[src/rtl/sd1001_pkg.sv]
// rtl/sd1001_pkg.sv - shared constants and state encoding for the 1001 framer
package sd1001_pkg;

  localparam int                  PREAMBLE_W    = 4;
  localparam logic [PREAMBLE_W-1:0] PREAMBLE    = 4'b1001;
  localparam logic [2:0]          STUFF_TRIGGER = 3'b100;

  typedef enum logic [2:0] {
    IDLE  = 3'd0,
    GUARD = 3'd1,
    PRE   = 3'd2,
    DATA  = 3'd3,
    STUFF = 3'd4
  } tx_state_e;

  // One counter serves both the preamble and the payload, so it must hold 0..3.
  function automatic int cnt_width(input int data_w);
    return (data_w > 4) ? $clog2(data_w) : 2;
  endfunction

endpackage

[src/rtl/sd1001_framer_tx_if.sv]
// rtl/sd1001_framer_tx_if.sv - payload handshake and serial line bundle
interface sd1001_framer_tx_if #(
  parameter int DATA_W = 8
);

  logic [DATA_W-1:0] in_data;
  logic              in_valid;
  logic              in_ready;
  logic              dout;
  logic              dout_en;
  logic              busy;

  modport master (
    output in_data, in_valid,
    input  in_ready, dout, dout_en, busy
  );

  modport slave (
    input  in_data, in_valid,
    output in_ready, dout, dout_en, busy
  );

endinterface

[src/rtl/sd1001_framer_tx.sv]
// rtl/sd1001_framer_tx.sv - serialises payload words as 1001-preamble frames with zero stuffing
import sd1001_pkg::*;

module sd1001_framer_tx #(
  parameter int DATA_W = 8
) (
  input  logic                    clk,
  input  logic                    reset,
  sd1001_framer_tx_if.slave       bus
);

  localparam int CNT_W = cnt_width(DATA_W);

  tx_state_e               r_state;
  logic [DATA_W-1:0]       r_shift;
  logic [PREAMBLE_W-1:0]   r_pre;
  logic [CNT_W-1:0]        r_cnt;
  logic [2:0]              r_hist;
  logic                    r_dout;
  logic                    r_dout_en;

  logic                    w_bit;
  logic                    w_accept;
  logic [2:0]              w_hist_next;

  // The state names the bit that goes onto the line at the next edge.
  always_comb begin
    w_bit = 1'b0;
    case (r_state)
      PRE:     w_bit = r_pre[PREAMBLE_W-1];
      DATA:    w_bit = r_shift[DATA_W-1];
      default: w_bit = 1'b0;
    endcase
  end

  assign w_hist_next  = {r_hist[1:0], w_bit};
  assign w_accept     = bus.in_valid && (r_state == IDLE);

  assign bus.in_ready = (r_state == IDLE);
  assign bus.busy     = (r_state != IDLE);
  assign bus.dout     = r_dout;
  assign bus.dout_en  = r_dout_en;

  always_ff @(posedge clk) begin
    if (!reset) begin
      r_state   <= IDLE;
      r_shift   <= '0;
      r_pre     <= '0;
      r_cnt     <= '0;
      r_hist    <= 3'b000;
      r_dout    <= 1'b0;
      r_dout_en <= 1'b0;
    end else begin
      r_hist    <= w_hist_next;
      r_dout    <= w_bit;
      r_dout_en <= (r_state != IDLE);

      case (r_state)
        IDLE: begin
          if (w_accept) begin
            r_shift <= bus.in_data;
            r_pre   <= PREAMBLE;
            r_cnt   <= '0;
            // The idle zero leaving now is part of the history the guard check sees.
            r_state <= (w_hist_next == STUFF_TRIGGER) ? GUARD : PRE;
          end
        end

        GUARD: r_state <= PRE;

        PRE: begin
          r_pre <= r_pre << 1;
          if (r_cnt == CNT_W'(PREAMBLE_W - 1)) begin
            r_cnt   <= '0;
            r_state <= (w_hist_next == STUFF_TRIGGER) ? STUFF : DATA;
          end else begin
            r_cnt <= r_cnt + CNT_W'(1);
          end
        end

        DATA: begin
          r_shift <= r_shift << 1;
          if (r_cnt == CNT_W'(DATA_W - 1)) begin
            r_state <= IDLE;
          end else begin
            r_cnt   <= r_cnt + CNT_W'(1);
            r_state <= (w_hist_next == STUFF_TRIGGER) ? STUFF : DATA;
          end
        end

        STUFF: r_state <= DATA;

        default: r_state <= IDLE;
      endcase
    end
  end

endmodule

[src/flat_wrapper.sv]
// flat-port wrapper written by rule: the top's interface ports become plain ports
module sd1001_framer_tx_flat 
#(
  parameter int DATA_W = 8
)
  (clk, reset, bus_in_data, bus_in_valid, bus_in_ready, bus_dout, bus_dout_en, bus_busy);
  sd1001_framer_tx_if #(.DATA_W(DATA_W)) bus_i ();
  input  logic clk;
  input  logic reset;
  input wire logic [$bits(bus_i.in_data)-1:0] bus_in_data;
  input wire logic [$bits(bus_i.in_valid)-1:0] bus_in_valid;
  output wire logic [$bits(bus_i.in_ready)-1:0] bus_in_ready;
  output wire logic [$bits(bus_i.dout)-1:0] bus_dout;
  output wire logic [$bits(bus_i.dout_en)-1:0] bus_dout_en;
  output wire logic [$bits(bus_i.busy)-1:0] bus_busy;
  assign bus_i.in_data = bus_in_data;
  assign bus_i.in_valid = bus_in_valid;
  assign bus_in_ready = bus_i.in_ready;
  assign bus_dout = bus_i.dout;
  assign bus_dout_en = bus_i.dout_en;
  assign bus_busy = bus_i.busy;
  sd1001_framer_tx #(.DATA_W(DATA_W)) u_core (.clk(clk), .reset(reset), .bus(bus_i));
endmodule
[config.mk]
export PLATFORM = sky130hd
export DESIGN_NAME = sd1001_framer_tx_flat
export DESIGN_NICKNAME = d
export VERILOG_FILES = /design/src/rtl/sd1001_pkg.sv /design/src/rtl/sd1001_framer_tx_if.sv /design/src/rtl/sd1001_framer_tx.sv /design/src/flat_wrapper.sv
export SDC_FILE = /design/constraint.sdc
export NUM_CORES = 1
export LEC_CHECK = 0
export CORE_MARGIN = 2
export CORE_UTILIZATION = 30
export DETAILED_ROUTE_END_ITERATION = 12
export HOLD_SLACK_MARGIN = 0.02
export SKIP_CTS_REPAIR_TIMING = 1
export SLEW_MARGIN = 20
export SYNTH_ARGS = -nofsm -noshare
export SYNTH_HDL_FRONTEND = slang
export SYNTH_SLANG_ARGS = --single-unit
[constraint.sdc]
create_clock -name clk -period 2.1 [get_ports clk]
set_input_delay 0.525 -clock clk [delete_from_list [all_inputs] [get_ports clk]]
set_output_delay 0.525 -clock clk [all_outputs]
set_load 0.1 [all_outputs]
==> results of run 1 <==
per-stage QoR:
stage               cells  area, sq um    util  power, uW
finish                182         1374  0.3810       1700
global route          182         1374  0.3810       1805
floorplan             119         1119       -       1203
CTS                   182         1374  0.3810       1715
detailed placement    178         1325  0.3675       1436
global placement      178         1325  0.3675       1416
metal layers:
metal  global-route usage  share of wire  wire (um)  up-vias
met4              0.07713          0.026         58        0
met3              0.02431          0.030         66        5
met2               0.1830           0.43        960       15
li1                     -              -          -      462
met1               0.1544           0.51       1134      407
met5                    0              0          0        -
cell type report:
type	instances	area, sq um
fillers	355	2232
multi-input cells	84	621.8
flip-flops and latches	21	420.4
repair buffers	20	200.2
well taps	48	60.06
clock buffers	3	41.29
inverters	5	22.52
clock inverters	1	7.507
kinds of logic after synthesis:
kind of cell | Yosys count
DFF | 21
AOI/OAI and AO/OA | 27
adders and majority gates | 4
buffers and inverters | 14
muxes | 4
and+or+nand+nor | 49
sequential cells by signal (all words and copies together) (netlist names):
name                flops
u_core.r_shift          8
u_core.r_pre            4
u_core.r_cnt            3
u_core.r_state          3
u_core.r_hist           2
u_core.bus.dout_en      1
worst min-delay path: stages, from the launching register on:
cell     delay [ns]
dfxtp_1        0.32
nand2_1        0.05
mux2i_1        0.05
synthesized netlist by cell type, types with 2 or more instances:
master / count
dfxtp_1: 21
a21boi_0: 7
nand3_1: 7
nand2_1: 6
nor2_1: 6
inv_1: 5
nor2b_1: 5
a22oi_1: 4
ha_1: 4
nor3_1: 4
a21oi_1: 3
buf_4: 3
clkbuf_1: 3
mux2i_1: 3
nand2b_1: 3
o21ai_0: 3
o221ai_2: 3
and2_1: 2
and3_1: 2
nor3b_1: 2
report_power, final:
| part | switching [uW] | internal, uW | leakage [uW] | total [uW] |
|---|---|---|---|---|
| clock | 143 | 134 | 0.0000217 | 277 |
| sequential | 64.8 | 488 | 0.000172 | 553 |
| combinational | 532 | 338 | 0.000316 | 871 |
worst paths after layout:
kind / cells past startpoint / end / slack [ns] / startpoint
max reg2reg: 4 / u_core.r_state[1]$_SDFFE_PN0P_ / 0.41 / u_core.r_cnt[0]$_SDFFE_PN0P_
min: 2 / u_core.r_cnt[1]$_SDFFE_PN0P_ / 0.47 / u_core.r_cnt[1]$_SDFFE_PN0P_
min reg2reg: 2 / u_core.r_cnt[1]$_SDFFE_PN0P_ / 0.47 / u_core.r_cnt[1]$_SDFFE_PN0P_
max: 3 / bus_in_ready / 0.21 / u_core.r_state[1]$_SDFFE_PN0P_
==> impl_metrics.prom, run 1 <==
# TYPE chip_impl_metric gauge
chip_impl_info{name="status",value="complete, no violations"} 1
chip_impl_info{name="min_path_type",value="reg2reg"} 1
chip_impl_info{name="worstSetupEndpointType",value="output port"} 1
chip_impl_metric{name="antenna-diode-count",unit=""} 0
chip_impl_metric{name="cp_slowest_stage_delay",unit="ns"} 0.44
chip_impl_info{name="post_synthesis_cell_type_with_the_largest_combined_area",value="dfxtp_1"} 1
chip_impl_metric{name="synth-adder-area-share",unit=""} 0.04510
chip_impl_metric{name="drc_errors",unit=""} 0
chip_impl_metric{name="floorplan.initialDensity",unit=""} 0.3078
chip_impl_metric{name="routed_via_density",unit=""} 4.885
chip_impl_metric{name="cts_inserted_buffers",unit=""} 3
chip_impl_info{name="clock_tree_from_tritoncts",value="built"} 1
chip_impl_metric{name="arrival",unit="ns"} 1.36
chip_impl_metric{name="ir_drop",unit="uV"} 274.6
chip_impl_info{name="synth.top_cells.by_area",value="dfxtp_1 38%, a21boi_0 4.7%, ha_1 4.5%"} 1
chip_impl_metric{name="fp.coreArea",unit="sq um"} 3606
chip_impl_metric{name="detail_route.wirelength",unit="um"} 2219
chip_impl_metric{name="avgSynthCellArea",unit="sq um"} 9.326
chip_impl_metric{name="clock_latency",unit="ns"} 0.27
chip_impl_metric{name="firstDrtPassIters",unit=""} 4
chip_impl_metric{name="tightest_slew",unit="ns"} 0.7035
chip_impl_metric{name="drv_slew",unit=""} 0
chip_impl_metric{name="grt_pass1_wl",unit="um"} 3933
chip_impl_metric{name="place_hpwl",unit="um"} 1639
chip_impl_metric{name="finalHoldViolations",unit=""} 0
chip_impl_metric{name="die_w",unit="um"} 64.82
chip_impl_metric{name="layout_worst_path_cycle_share",unit=""} 0.8989
chip_impl_info{name="timing.critical_path.slowest_stage_cell",value="or3_4"} 1
chip_impl_metric{name="setup_viol",unit=""} 0
chip_impl_metric{name="routed-via-count",unit=""} 889
chip_impl_metric{name="postSynthCellCount",unit=""} 119
chip_impl_metric{name="net_count_after_synthesis",unit=""} 134
chip_impl_metric{name="wl_per_cell",unit="um"} 12.19
chip_impl_metric{name="syn_to_layout_area_delta",unit="%"} 23.79
chip_impl_info{name="final_common_cell",value="dfxtp_1"} 1
chip_impl_metric{name="synth-seq-area-share",unit=""} 0.3788
chip_impl_metric{name="fin_worst_skew",unit="ns"} 0.004484
chip_impl_info{name="unrepaired_setup_endpoints_after_global_routing",value="no"} 1
chip_impl_metric{name="fp.dieArea",unit="sq um"} 4202
chip_impl_metric{name="cts.clk_slew.worst_paths",unit="ns"} 0.08
chip_impl_info{name="class_of_the_most_critical_setup_path",value="reg2out"} 1
chip_impl_metric{name="cts_max_path_buffers",unit=""} 2
chip_impl_metric{name="timing.fmax",unit="MHz"} 529.8
chip_impl_metric{name="synth_simple_gate_area_frac",unit=""} 0.2762
chip_impl_metric{name="yosysUniqueCellTypes",unit=""} 43
chip_impl_metric{name="drive_gt1_frac",unit=""} 0.1791
chip_impl_metric{name="maxCapViolations",unit=""} 0
chip_impl_metric{name="yosys.area_share.xor_xnor",unit=""} 0
chip_impl_info{name="crit_path_cell_trace",value="or3_4 > clkinvlp_4 > buf_12"} 1
chip_impl_metric{name="yosys_register_bits",unit=""} 21
chip_impl_metric{name="floorplan.die.height",unit="um"} 64.82
chip_impl_info{name="predominant_post_synthesis_flop_cell",value="dfxtp_1"} 1
chip_impl_metric{name="relSlewSlack",unit=""} 0.5250
chip_impl_metric{name="synth_top_cell_area_share",unit=""} 0.3788
chip_impl_metric{name="grt_pass1_vias",unit=""} 878
chip_impl_metric{name="num-nets-final",unit=""} 150
chip_impl_info{name="clock_tree.root_cell",value="clkbuf_8"} 1
chip_impl_info{name="largest_family_of_logic_cells_by_synthesized_area",value="simple AND/OR/NAND/NOR gates"} 1
chip_impl_metric{name="final_period_minus_worst_setup_slack",unit="ns"} 1.888
chip_impl_metric{name="ant_nets",unit=""} 0
chip_impl_info{name="worstSetupStartpointType",value="flip-flop"} 1
chip_impl_metric{name="p_leak",unit="uW"} 0.0005098
chip_impl_metric{name="detailedRoute.firstIterationViolations",unit=""} 34
chip_impl_metric{name="critical_path_required",unit="ns"} 1.57
chip_impl_metric{name="grt.overflow.total",unit=""} 0
chip_impl_metric{name="yosys-mux-area-fraction",unit=""} 0.04059
chip_impl_metric{name="antenna_found_initial",unit=""} 0
chip_impl_metric{name="hold-worst-slack",unit="ns"} 0.4677
chip_impl_metric{name="num_io_pins",unit=""} 15
chip_impl_metric{name="largest_fanout_on_the_critical_path",unit=""} 9
chip_impl_metric{name="groute.usage.overall",unit=""} 0.1205
chip_impl_metric{name="clock_sink_count",unit=""} 21
chip_impl_info{name="timing.critical_path.max_delay_family",value="simple AND/OR/NAND/NOR gates"} 1
chip_impl_metric{name="worstPathBufferInverterCount",unit=""} 2
chip_impl_metric{name="setup_ws",unit="ns"} 0.2124
chip_impl_metric{name="synth_compound_area_frac",unit=""} 0.1939
chip_impl_metric{name="power.density_cell_area",unit="nW/um^2"} 1238
chip_impl_metric{name="synth_enable_flop_cells",unit=""} 0
chip_impl_metric{name="finalWeightedCongestion",unit=""} 0.7833
chip_impl_metric{name="asyncSetResetFlopFracSynth",unit=""} 0
chip_impl_metric{name="grt_max_degree",unit=""} 23
chip_impl_metric{name="yosysWarnings",unit=""} 0
chip_impl_metric{name="floorplan.rows",unit=""} 22
chip_impl_metric{name="setup_ws_pre_cts",unit="ns"} 0.08467
chip_impl_metric{name="combined_area_of_all_synthesized_cells",unit="sq um"} 1110
chip_impl_metric{name="ctsHtreeMaxLevel",unit=""} 1
chip_impl_metric{name="place.port_buffers",unit=""} 14
chip_impl_metric{name="finalSetupTns",unit="ns"} 0
chip_impl_info{name="layout_common_cells",value="21 x dfxtp_1, 10 x clkdlybuf4s50_1, 8 x buf_4"} 1
No activity file was read; power rests on OpenSTA's default activity.
==> run 2, diff against run 1 <==
--- a/config.mk
+++ b/config.mk
@@ -9,8 +9,10 @@
 export CORE_UTILIZATION = 30
 export DETAILED_ROUTE_END_ITERATION = 12
 export HOLD_SLACK_MARGIN = 0.02
+export PLACE_DENSITY = 0.52
 export SKIP_CTS_REPAIR_TIMING = 1
 export SLEW_MARGIN = 20
 export SYNTH_ARGS = -nofsm -noshare
 export SYNTH_HDL_FRONTEND = slang
 export SYNTH_SLANG_ARGS = --single-unit
+export TNS_END_PERCENT = 5
==> run 2 against run 1 <==
  * Combinational power grew 1%
  * Sequential share of layout area shrank 0.11 points
  * Sequential power grew 0.7%
  * Via count grew 1.9%
  * Flip-flop and latch count is the same
  * Die area is the same
==> impl_metrics.prom, run 2 (synthesis results as in run 1) <==
# TYPE chip_impl_metric gauge
chip_impl_metric{name="fp.coreArea",unit="sq um"} 3606
chip_impl_metric{name="ir_drop",unit="uV"} 306.2
chip_impl_metric{name="layout_worst_path_cycle_share",unit=""} 0.9006
chip_impl_metric{name="hold-worst-slack",unit="ns"} 0.4639
chip_impl_info{name="final_common_cell",value="dfxtp_1"} 1
chip_impl_info{name="crit_path_cell_trace",value="or3_4 > clkinvlp_4 > buf_12"} 1
chip_impl_metric{name="final_period_minus_worst_setup_slack",unit="ns"} 1.891
chip_impl_info{name="largest_register",value="u_core.r_shift"} 1
chip_impl_metric{name="grt_pass1_wl",unit="um"} 3877
chip_impl_metric{name="fp.dieArea",unit="sq um"} 4202
chip_impl_metric{name="grt_max_degree",unit=""} 23
chip_impl_metric{name="grt_pass1_vias",unit=""} 895
chip_impl_metric{name="multi_input_comb_area",unit="sq um"} 621.8
chip_impl_metric{name="routed_via_density",unit=""} 4.951
chip_impl_info{name="status",value="complete, no violations"} 1
chip_impl_metric{name="finalWeightedCongestion",unit=""} 0.8234
chip_impl_metric{name="rrSetupSlack",unit="ns"} 0.43
chip_impl_metric{name="setup_viol",unit=""} 0
chip_impl_metric{name="largest_fanout_on_the_critical_path",unit=""} 8
chip_impl_metric{name="drc_errors",unit=""} 0
chip_impl_metric{name="cp_slowest_stage_delay",unit="ns"} 0.44
chip_impl_metric{name="num_io_pins",unit=""} 15
chip_impl_metric{name="relSlewSlack",unit=""} 0.5440
chip_impl_metric{name="grt.overflow.total",unit=""} 0
chip_impl_metric{name="ant_nets",unit=""} 0
chip_impl_metric{name="drv_slew",unit=""} 0
chip_impl_metric{name="antenna-diode-count",unit=""} 0
chip_impl_metric{name="clock_latency",unit="ns"} 0.25
chip_impl_metric{name="ctsHtreeMaxLevel",unit=""} 1
chip_impl_metric{name="routed-via-count",unit=""} 906
chip_impl_info{name="reg2reg_to",value="u_core.r_state[1]$_SDFFE_PN0P_"} 1
chip_impl_metric{name="finalHoldViolations",unit=""} 0
chip_impl_metric{name="num-nets-final",unit=""} 151
chip_impl_metric{name="floorplan.initialDensity",unit=""} 0.3078
chip_impl_metric{name="critical_path_required",unit="ns"} 1.57
chip_impl_metric{name="die_w",unit="um"} 64.82
chip_impl_info{name="reg2reg_from",value="u_core.r_cnt[0]$_SDFFE_PN0P_"} 1
chip_impl_metric{name="maxCapViolations",unit=""} 0
chip_impl_metric{name="arrival",unit="ns"} 1.37
chip_impl_info{name="min_path_type",value="reg2reg"} 1
chip_impl_metric{name="largest_reg_flops",unit=""} 8
chip_impl_metric{name="firstDrtPassIters",unit=""} 4
chip_impl_metric{name="nFillCells",unit=""} 376
chip_impl_info{name="clock_tree.root_cell",value="clkbuf_8"} 1
chip_impl_metric{name="totalPowerFinal",unit="uW"} 1695
chip_impl_metric{name="floorplan.rows",unit=""} 22
chip_impl_metric{name="timing.hold.worst_path_depth",unit=""} 2
chip_impl_metric{name="timing.fmax",unit="MHz"} 528.8
chip_impl_metric{name="finalSetupTns",unit="ns"} 0
chip_impl_metric{name="fin_worst_skew",unit="ns"} 0.003147
chip_impl_metric{name="antenna_found_initial",unit=""} 0
chip_impl_metric{name="p_leak",unit="uW"} 0.0005189
chip_impl_info{name="unrepaired_setup_endpoints_after_global_routing",value="no"} 1
chip_impl_metric{name="drive_gt1_frac",unit=""} 0.1852
chip_impl_metric{name="clock_sink_count",unit=""} 21
chip_impl_info{name="layout_top_registers",value="u_core.r_shift (8), u_core.r_pre (4)"} 1
chip_impl_info{name="worstHoldStart",value="u_core.r_pre[0]$_SDFFE_PN0P_"} 1
chip_impl_info{name="class_of_the_most_critical_setup_path",value="reg2out"} 1
chip_impl_metric{name="detailedRoute.firstIterationViolations",unit=""} 49
chip_impl_metric{name="place_hpwl",unit="um"} 1622
chip_impl_metric{name="detail_route.wirelength",unit="um"} 2250
chip_impl_metric{name="cts_max_path_buffers",unit=""} 2
chip_impl_info{name="hold_end",value="u_core.r_pre[1]$_SDFFE_PN0P_"} 1
chip_impl_metric{name="cts_inserted_buffers",unit=""} 3
chip_impl_info{name="layout_common_cells",value="21 x dfxtp_1, 10 x clkdlybuf4s50_1, 9 x buf_4"} 1
chip_impl_metric{name="place.port_buffers",unit=""} 14
chip_impl_metric{name="wl_per_cell",unit="um"} 12.30
chip_impl_metric{name="rr_worst_depth",unit=""} 4
chip_impl_metric{name="fin_util",unit=""} 0.3824
chip_impl_metric{name="groute.usage.overall",unit=""} 0.1164
chip_impl_metric{name="power.density_cell_area",unit="nW/um^2"} 1230
chip_impl_info{name="clock_tree_from_tritoncts",value="built"} 1
chip_impl_info{name="timing.critical_path.slowest_stage_cell",value="or3_4"} 1
chip_impl_info{name="worstSetupStartpointType",value="flip-flop"} 1
chip_impl_metric{name="tightest_slew",unit="ns"} 0.6755
chip_impl_metric{name="cts.clk_slew.worst_paths",unit="ns"} 0.08
chip_impl_metric{name="floorplan.die.height",unit="um"} 64.82
chip_impl_metric{name="final-seq-area",unit="sq um"} 420.4
chip_impl_metric{name="syn_to_layout_area_delta",unit="%"} 24.24
chip_impl_info{name="worstSetupEndpointType",value="output port"} 1
[run 2: cell count changes in the layout (fill, tap and decap cells not counted)]
cell        previous run  this run
buf_4                  8         9
clkinv_2               0         1
clkinvlp_4             2         1
[run 2: worst max path at each step]
stage,from,endpoint,slack (ns),cells after the start
2_1_floorplan,u_core.r_state[1]$_SDFFE_PN0P_,bus_in_ready,0.06,4
3_3_place_gp,bus_in_valid,u_core.r_shift[7]$_SDFFE_PN0P_,0.12,5
3_5_place_dp,bus_in_valid,u_core.r_shift[7]$_SDFFE_PN0P_,0.08,5
4_1_cts,u_core.r_state[1]$_SDFFE_PN0P_,bus_in_ready,0.20,3
5_1_grt,u_core.r_state[1]$_SDFFE_PN0P_,bus_in_ready,0.16,3
6_report,u_core.r_state[1]$_SDFFE_PN0P_,bus_in_ready,0.21,3
[run 2: worst max-delay path, delay by kind of cell (launching register included)]
kind	cells	cell delay, ns
simple gates	1	0.44
buf+inv	2	0.26
flops	1	0.41
[run 2: layout make-up]
cell class / instances / area share
multi-input combinational: 84 / 0.4510
sequential: 21 / 0.3049
timing repair buffer: 21 / 0.1506
tap: 48 / 0.04356
clock buffer: 3 / 0.02995
inverter: 5 / 0.01633
clock inverter: 1 / 0.003630
[run 2: power by group]
group | internal (uW) | total [uW] | switching, uW
sequential | 488 | 557 | 69.3
clock | 132 | 257 | 125
combinational | 344 | 881 | 537
total | 963 | 1700 | 732
[run 2: layer usage]
metal,track usage,up-vias,routed length (um)
met5,0,-,0
met4,0.06117,0,29
met3,0.02083,2,83
met1,0.1352,428,1014
met2,0.2023,15,1123
li1,-,461,-
[run 2: metrics by stage]
step	setup WS, ns	cell area [sq um]	instances
2_1_floorplan	0.06355	1119	119
3_3_place_gp	0.1172	1333	179
3_5_place_dp	0.07688	1333	179
4_1_cts	0.1998	1379	183
5_1_grt	0.1596	1379	183
6_report	0.2088	1379	183
==> RTL edit 1 (config.mk and constraints of run 1) <==
Re-encode `tx_state_e` (5 states) as one-hot, 5 bits wide.
--- a/src/rtl/sd1001_pkg.sv
+++ b/src/rtl/sd1001_pkg.sv
@@ -5,12 +5,12 @@
   localparam logic [PREAMBLE_W-1:0] PREAMBLE    = 4'b1001;
   localparam logic [2:0]          STUFF_TRIGGER = 3'b100;
 
-  typedef enum logic [2:0] {
-    IDLE  = 3'd0,
-    GUARD = 3'd1,
-    PRE   = 3'd2,
-    DATA  = 3'd3,
-    STUFF = 3'd4
+  typedef enum logic [4:0] {
+    IDLE  = 5'b00001,
+    GUARD = 5'b00010,
+    PRE   = 5'b00100,
+    DATA  = 5'b01000,
+    STUFF = 5'b10000
   } tx_state_e;
 
   // One counter serves both the preamble and the payload, so it must hold 0..3.
Formal check against the unedited RTL: same outputs for any inputs over 10 cycles, from zero or initial values and one cycle with reset low; not proved beyond that.
==> RTL edit 1 against run 1 <==
- wire length up 15%
- synthesized area up 9.4%
- synthesized cell count up 18%
- design area up 8.4%
- sequential cell count up 2
- setup slack worse by 0.14 ns
- first-iteration DRC count down 12%
- critical path type unchanged
Power is not compared: it rests on default switching activity, and its combinational part moved more than twofold at a synthesized area within 25%.
==> RTL edit 1: results (changes against run 1) <==
- Synth unique cells: 40 (was 43)
- WL met1: 1240 microns (was 1130 microns)
- Met1 Usage GRT: 15.9% (was 15.4%)
- Crit Path Max Fanout: 11 (was 9)
- Mux contribution to synthesized area: 2.47% (was 4.06%)
- Largest net degree at the start of global routing: 16 (was 23)
- Synth Area in XOR/XNOR: 0.722% (was 0%)
- First-pass GRT wire length: 4350 microns (was 3930 microns)
- Number of filler cells placed in the layout: 391 (was 355)
- GRT Util Overall: 12.5% (was 12.0%)
- Reg2Reg Launch Point: u_core.r_state[2]$_SDFFE_PN0P_ (was u_core.r_cnt[0]$_SDFFE_PN0P_)
- DR iter-0 viols: 30 (was 34)
- Synth cell count leaders: 23 x dfxtp_1, 20 x nand2_1, 15 x nor2_1 (was 21 x dfxtp_1, 7 x a21boi_0, 7 x nand3_1)
- Via density: 5.03 (was 4.88)
- Post-synthesis compound-gate area fraction: 18.0% (was 19.4%)
- Crit-path slowest cell: dfxtp_1 (was or3_4)
- Synth top area cells: dfxtp_1 38%, nand2_1 6.2%, a311oi_1 5.1%, nor2_1 4.6%, ha_1 4.1% (was dfxtp_1 38%, a21boi_0 4.7%, ha_1 4.5%, o221ai_2 4.1%, nand3_1 3.2%)
- Final Non-Filler Cells: 205 (was 182)
- Slew headroom: 64.8% (was 52.5%)
- Final net count: 171 (was 150)
- WL met3: 77 microns (was 66 microns)
- Adder-cell share of the synthesized area: 4.12% (was 4.51%)
- Syn_nets: 155 (was 134)
- Clock Skew: 0.00232 ns (was 0.00448 ns)
- M2 GR Usage: 21.0% (was 18.3%)
- Routability cong.: 0.763 (was 0.783)
- Sink of the worst hold path: u_core.r_pre[1]$_SDFFE_PN0P_ (was u_core.r_cnt[1]$_SDFFE_PN0P_)
- Sequential area share after synthesis: 37.9% (about the same)
- Status: complete, no violations (unchanged)
==> RTL edit 1: cell types whose count changed after synthesis, sizes merged, moves of 3 or more <==
| cell | delta |
|---|---|
| nand2 | +14 |
| nor2 | +11 |
| a21boi | -7 |
| a311oi | +7 |
| nor2b | -5 |
| a22oi | -4 |
| nand3b | +3 |
| nor4 | +3 |
| o221ai | -3 |
| or2 | +3 |
==> RTL edit 1: worst register-to-register path, cell delays in order, from the launching register on <==
cell and delay [ns]:
dfxtp_1 0.61, or3b_1 0.50, nor2_4 0.22, a2bb2oi_2 0.30
mux2i_1 0.21
==> RTL edit 1: worst max-delay path by stage <==
| stage | to | cells after the start |
|---|---|---|
| after floorplan | bus_in_ready | 4 |
| after global placement | u_core.r_shift[2]$_SDFFE_PN0P_ | 6 |
| after detailed placement | u_core.r_shift[1]$_SDFFE_PN0P_ | 6 |
| after CTS | bus_in_ready | 4 |
| after global routing | bus_in_ready | 4 |
| final | bus_in_ready | 4 |
==> RTL edit 1: final cells by class <==
cell class	count	area, sq um	share of cell area (%)
well taps	50	62.6	4.20
repair buffers	20	200	13.4
inverters	5	22.5	1.51
flip-flops and latches	23	460	30.9
multi-input cells	103	697	46.8
clock inverters	1	5.00	0.336
clock buffers	3	41.3	2.77
==> RTL edit 1: through the flow <==
stage / util, % / cell area [sq um] / setup slack [ns] / setup TNS [ns]
6_report: 37.8 / 1490 / 0.0773 / 0
2_1_floorplan: - / 1230 / 0.0902 / 0
5_1_grt: 37.8 / 1490 / 0.0000662 / 0
3_5_place_dp: 36.6 / 1440 / -0.0624 / -0.322
4_1_cts: 37.8 / 1490 / 0.0678 / 0
3_3_place_gp: 36.6 / 1440 / -0.0508 / -0.173
==> RTL edit 2 (config.mk and constraints of run 1) <==
Without the edit above. `DATA_W` is set to 8 in 3 places; all go to 12.
--- a/src/rtl/sd1001_framer_tx_if.sv
+++ b/src/rtl/sd1001_framer_tx_if.sv
@@ -1,6 +1,6 @@
 // rtl/sd1001_framer_tx_if.sv - payload handshake and serial line bundle
 interface sd1001_framer_tx_if #(
-  parameter int DATA_W = 8
+  parameter int DATA_W = 12
 );
 
   logic [DATA_W-1:0] in_data;
--- a/src/rtl/sd1001_framer_tx.sv
+++ b/src/rtl/sd1001_framer_tx.sv
@@ -2,7 +2,7 @@
 import sd1001_pkg::*;
 
 module sd1001_framer_tx #(
-  parameter int DATA_W = 8
+  parameter int DATA_W = 12
 ) (
   input  logic                    clk,
   input  logic                    reset,
--- a/src/flat_wrapper.sv
+++ b/src/flat_wrapper.sv
@@ -1,7 +1,7 @@
 // flat-port wrapper written by rule: the top's interface ports become plain ports
 module sd1001_framer_tx_flat 
 #(
-  parameter int DATA_W = 8
+  parameter int DATA_W = 12
 )
   (clk, reset, bus_in_data, bus_in_valid, bus_in_ready, bus_dout, bus_dout_en, bus_busy);
   sd1001_framer_tx_if #(.DATA_W(DATA_W)) bus_i ();
Ports: changed (resized bus_in_data); port bits go from 15 to 19. No check against the original RTL was run, so the function may have changed too.
==> RTL edit 2 against run 1 <==
- sequential cell count grew 5
- highest routed layer unchanged
- count of clock-buffer cells in the layout is 1 higher
- total power grew 17%
- sequential power rose by 28%
- global-route usage down 1.1 points
- synthesized cell count up 11%
- synthesized area up 5.5%
- setup slack improved by 0.025 ns
- first-iteration DRC count grew 24%
- combinational power grew 9.3%
- wire length rose by 5.0%
- critical endpoint is now u_core.r_cnt[3]$_SDFFE_PN0P_
- design area up 10%
==> RTL edit 2: results (changes against run 1) <==
- Syn_nets: 148 (was 134)
- Worst Tran Pin Value: 0.619 ns (was 0.704 ns)
- Mapped Cells: 132 (was 119)
- Synth top area cells: dfxtp_1 44%, mux2i_1 12%, o21ai_0 7.7%, a21oi_1 6.4%, nor2_1 2.9% (was dfxtp_1 38%, a21boi_0 4.7%, ha_1 4.5%, o221ai_2 4.1%, nand3_1 3.2%)
- Final net count: 169 (was 150)
- Port Buf Inserts: 18 (was 14)
- Number of filler cells placed in the layout: 386 (was 355)
- Status: complete, no violations (unchanged)
- Largest net degree at the start of global routing: 24 (was 23)
- Final Non-Filler Cells: 200 (was 182)
- First-pass GRT wire length: 3780 microns (was 3930 microns)
- Layout cells sized above 1: 13.2% (was 17.9%)
- Sink of the worst hold path: u_core.r_pre[3]$_SDFFE_PN0P_ (was u_core.r_cnt[1]$_SDFFE_PN0P_)
- Sequential area share after synthesis: 44.4% (was 37.9%)
- Hold_ws: 0.486 ns (was 0.468 ns)
- Wire per inst: 11.7 microns (was 12.2 microns)
- Post-DP HPWL: 1720 microns (was 1640 microns)
- Leak pwr: 0.572 nW (was 0.510 nW)
- GRT Util Overall: 10.9% (was 12.0%)
- Synth unique cells: 32 (was 43)
- Worst reg2reg setup slack: 0.24 ns (was 0.41 ns)
- Top flop regs: u_core.r_shift: 12 flops, u_core.r_cnt: 4 flops, u_core.r_pre: 4 flops (was u_core.r_shift: 8 flops, u_core.r_pre: 4 flops)
- Clock Skew: 0.00328 ns (was 0.00448 ns)
- Number of global-route vias before repair: 895 (was 878)
- Synth cell count leaders: 26 x dfxtp_1, 18 x o21ai_0, 15 x a21oi_1 (was 21 x dfxtp_1, 7 x a21boi_0, 7 x nand3_1)
- Hold Crit Start: u_core.r_pre[3]$_SDFFE_PN0P_ (was u_core.r_cnt[1]$_SDFFE_PN0P_)
- WS Path Type: flop to flop (was flop to output port)
- Multi-input logic area: 606 sq um (was 622 sq um)
- Depth of the most critical reg-to-reg path: 5 (was 4)
- Crit-path slowest cell: or4_4 (was or3_4)
[RTL edit 2: cell count changes in the layout (fill, tap and decap cells not counted), moves of 4 or more]
cell	before	now
mux2i_1	3	14
clkdlybuf4s50_1	10	14
o21ai_0	3	18
nor3_1	4	0
a21boi_0	7	0
nand3_1	7	1
a22oi_1	4	0
dfxtp_1	21	26
a21oi_1	3	15
[RTL edit 2: layer usage]
layer  track usage [%]  vias up  wire (microns)
met4              3.06        0              24
met5                 0        -               0
met2              19.0       36            1110
met1              12.8      455            1040
li1                  -      507               -
met3              3.55        5             165
[RTL edit 2: cells by family after synthesis]
kind of cell / share of synthesized area, %
multiplexers: 12.0
XOR/XNOR: 1.50
AND/OR/NAND/NOR: 18.1
buffers and inverters: 4.49
adder cells (fa/ha/maj): 1.07
flip-flops: 44.4
AO/OA/AOI/OAI: 18.5
[RTL edit 2: metrics by stage]
stage | setup WS [ns] | TNS, ns
3_5_place_dp | -0.0460 | -0.0460
2_1_floorplan | 0.0751 | 0
6_report | 0.237 | 0
4_1_cts | 0.212 | 0
3_3_place_gp | 0.0193 | 0
5_1_grt | 0.139 | 0
[RTL edit 2: worst max-delay path by stage]
| stage | end | slack (ns) | start |
|---|---|---|---|
| floorplan | u_core.r_shift[10]$_SDFFE_PN0P_ | 0.08 | u_core.r_state[2]$_SDFFE_PN0P_ |
| global placement | u_core.r_cnt[3]$_SDFFE_PN0P_ | 0.02 | bus_in_valid |
| detailed placement | u_core.r_cnt[3]$_SDFFE_PN0P_ | -0.05 | bus_in_valid |
| CTS | u_core.r_cnt[3]$_SDFFE_PN0P_ | 0.21 | u_core.r_cnt[0]$_SDFFE_PN0P_ |
| global route | u_core.r_cnt[3]$_SDFFE_PN0P_ | 0.14 | u_core.r_cnt[0]$_SDFFE_PN0P_ |
| finish | u_core.r_cnt[3]$_SDFFE_PN0P_ | 0.24 | u_core.r_cnt[0]$_SDFFE_PN0P_ |
[RTL edit 2: power groups by stage]
stage	clock network [mW]	registers, mW	logic, mW
finish	0.323	0.707	0.952
detailed placement	0	0.716	0.957
global placement	0	0.709	0.941
floorplan	0	0.746	0.637
CTS	0.335	0.705	0.958
global route	0.348	0.722	1.02
[RTL edit 2: area by class of cell]
| type | instances | area share (%) |
|---|---|---|
| multi-input cells | 94 | 40.0 |
| flip-flops and latches | 26 | 34.4 |
| repair buffers | 24 | 16.7 |
| well taps | 48 | 3.97 |
| clock buffers | 4 | 3.64 |
| inverters | 4 | 1.32 |
[RTL edit 2: tightest hold or removal path, cell delays in order, from the launching register on]
cell and delay (ns):
dfxtp_1 0.32, inv_1 0.07, a21oi_1 0.06
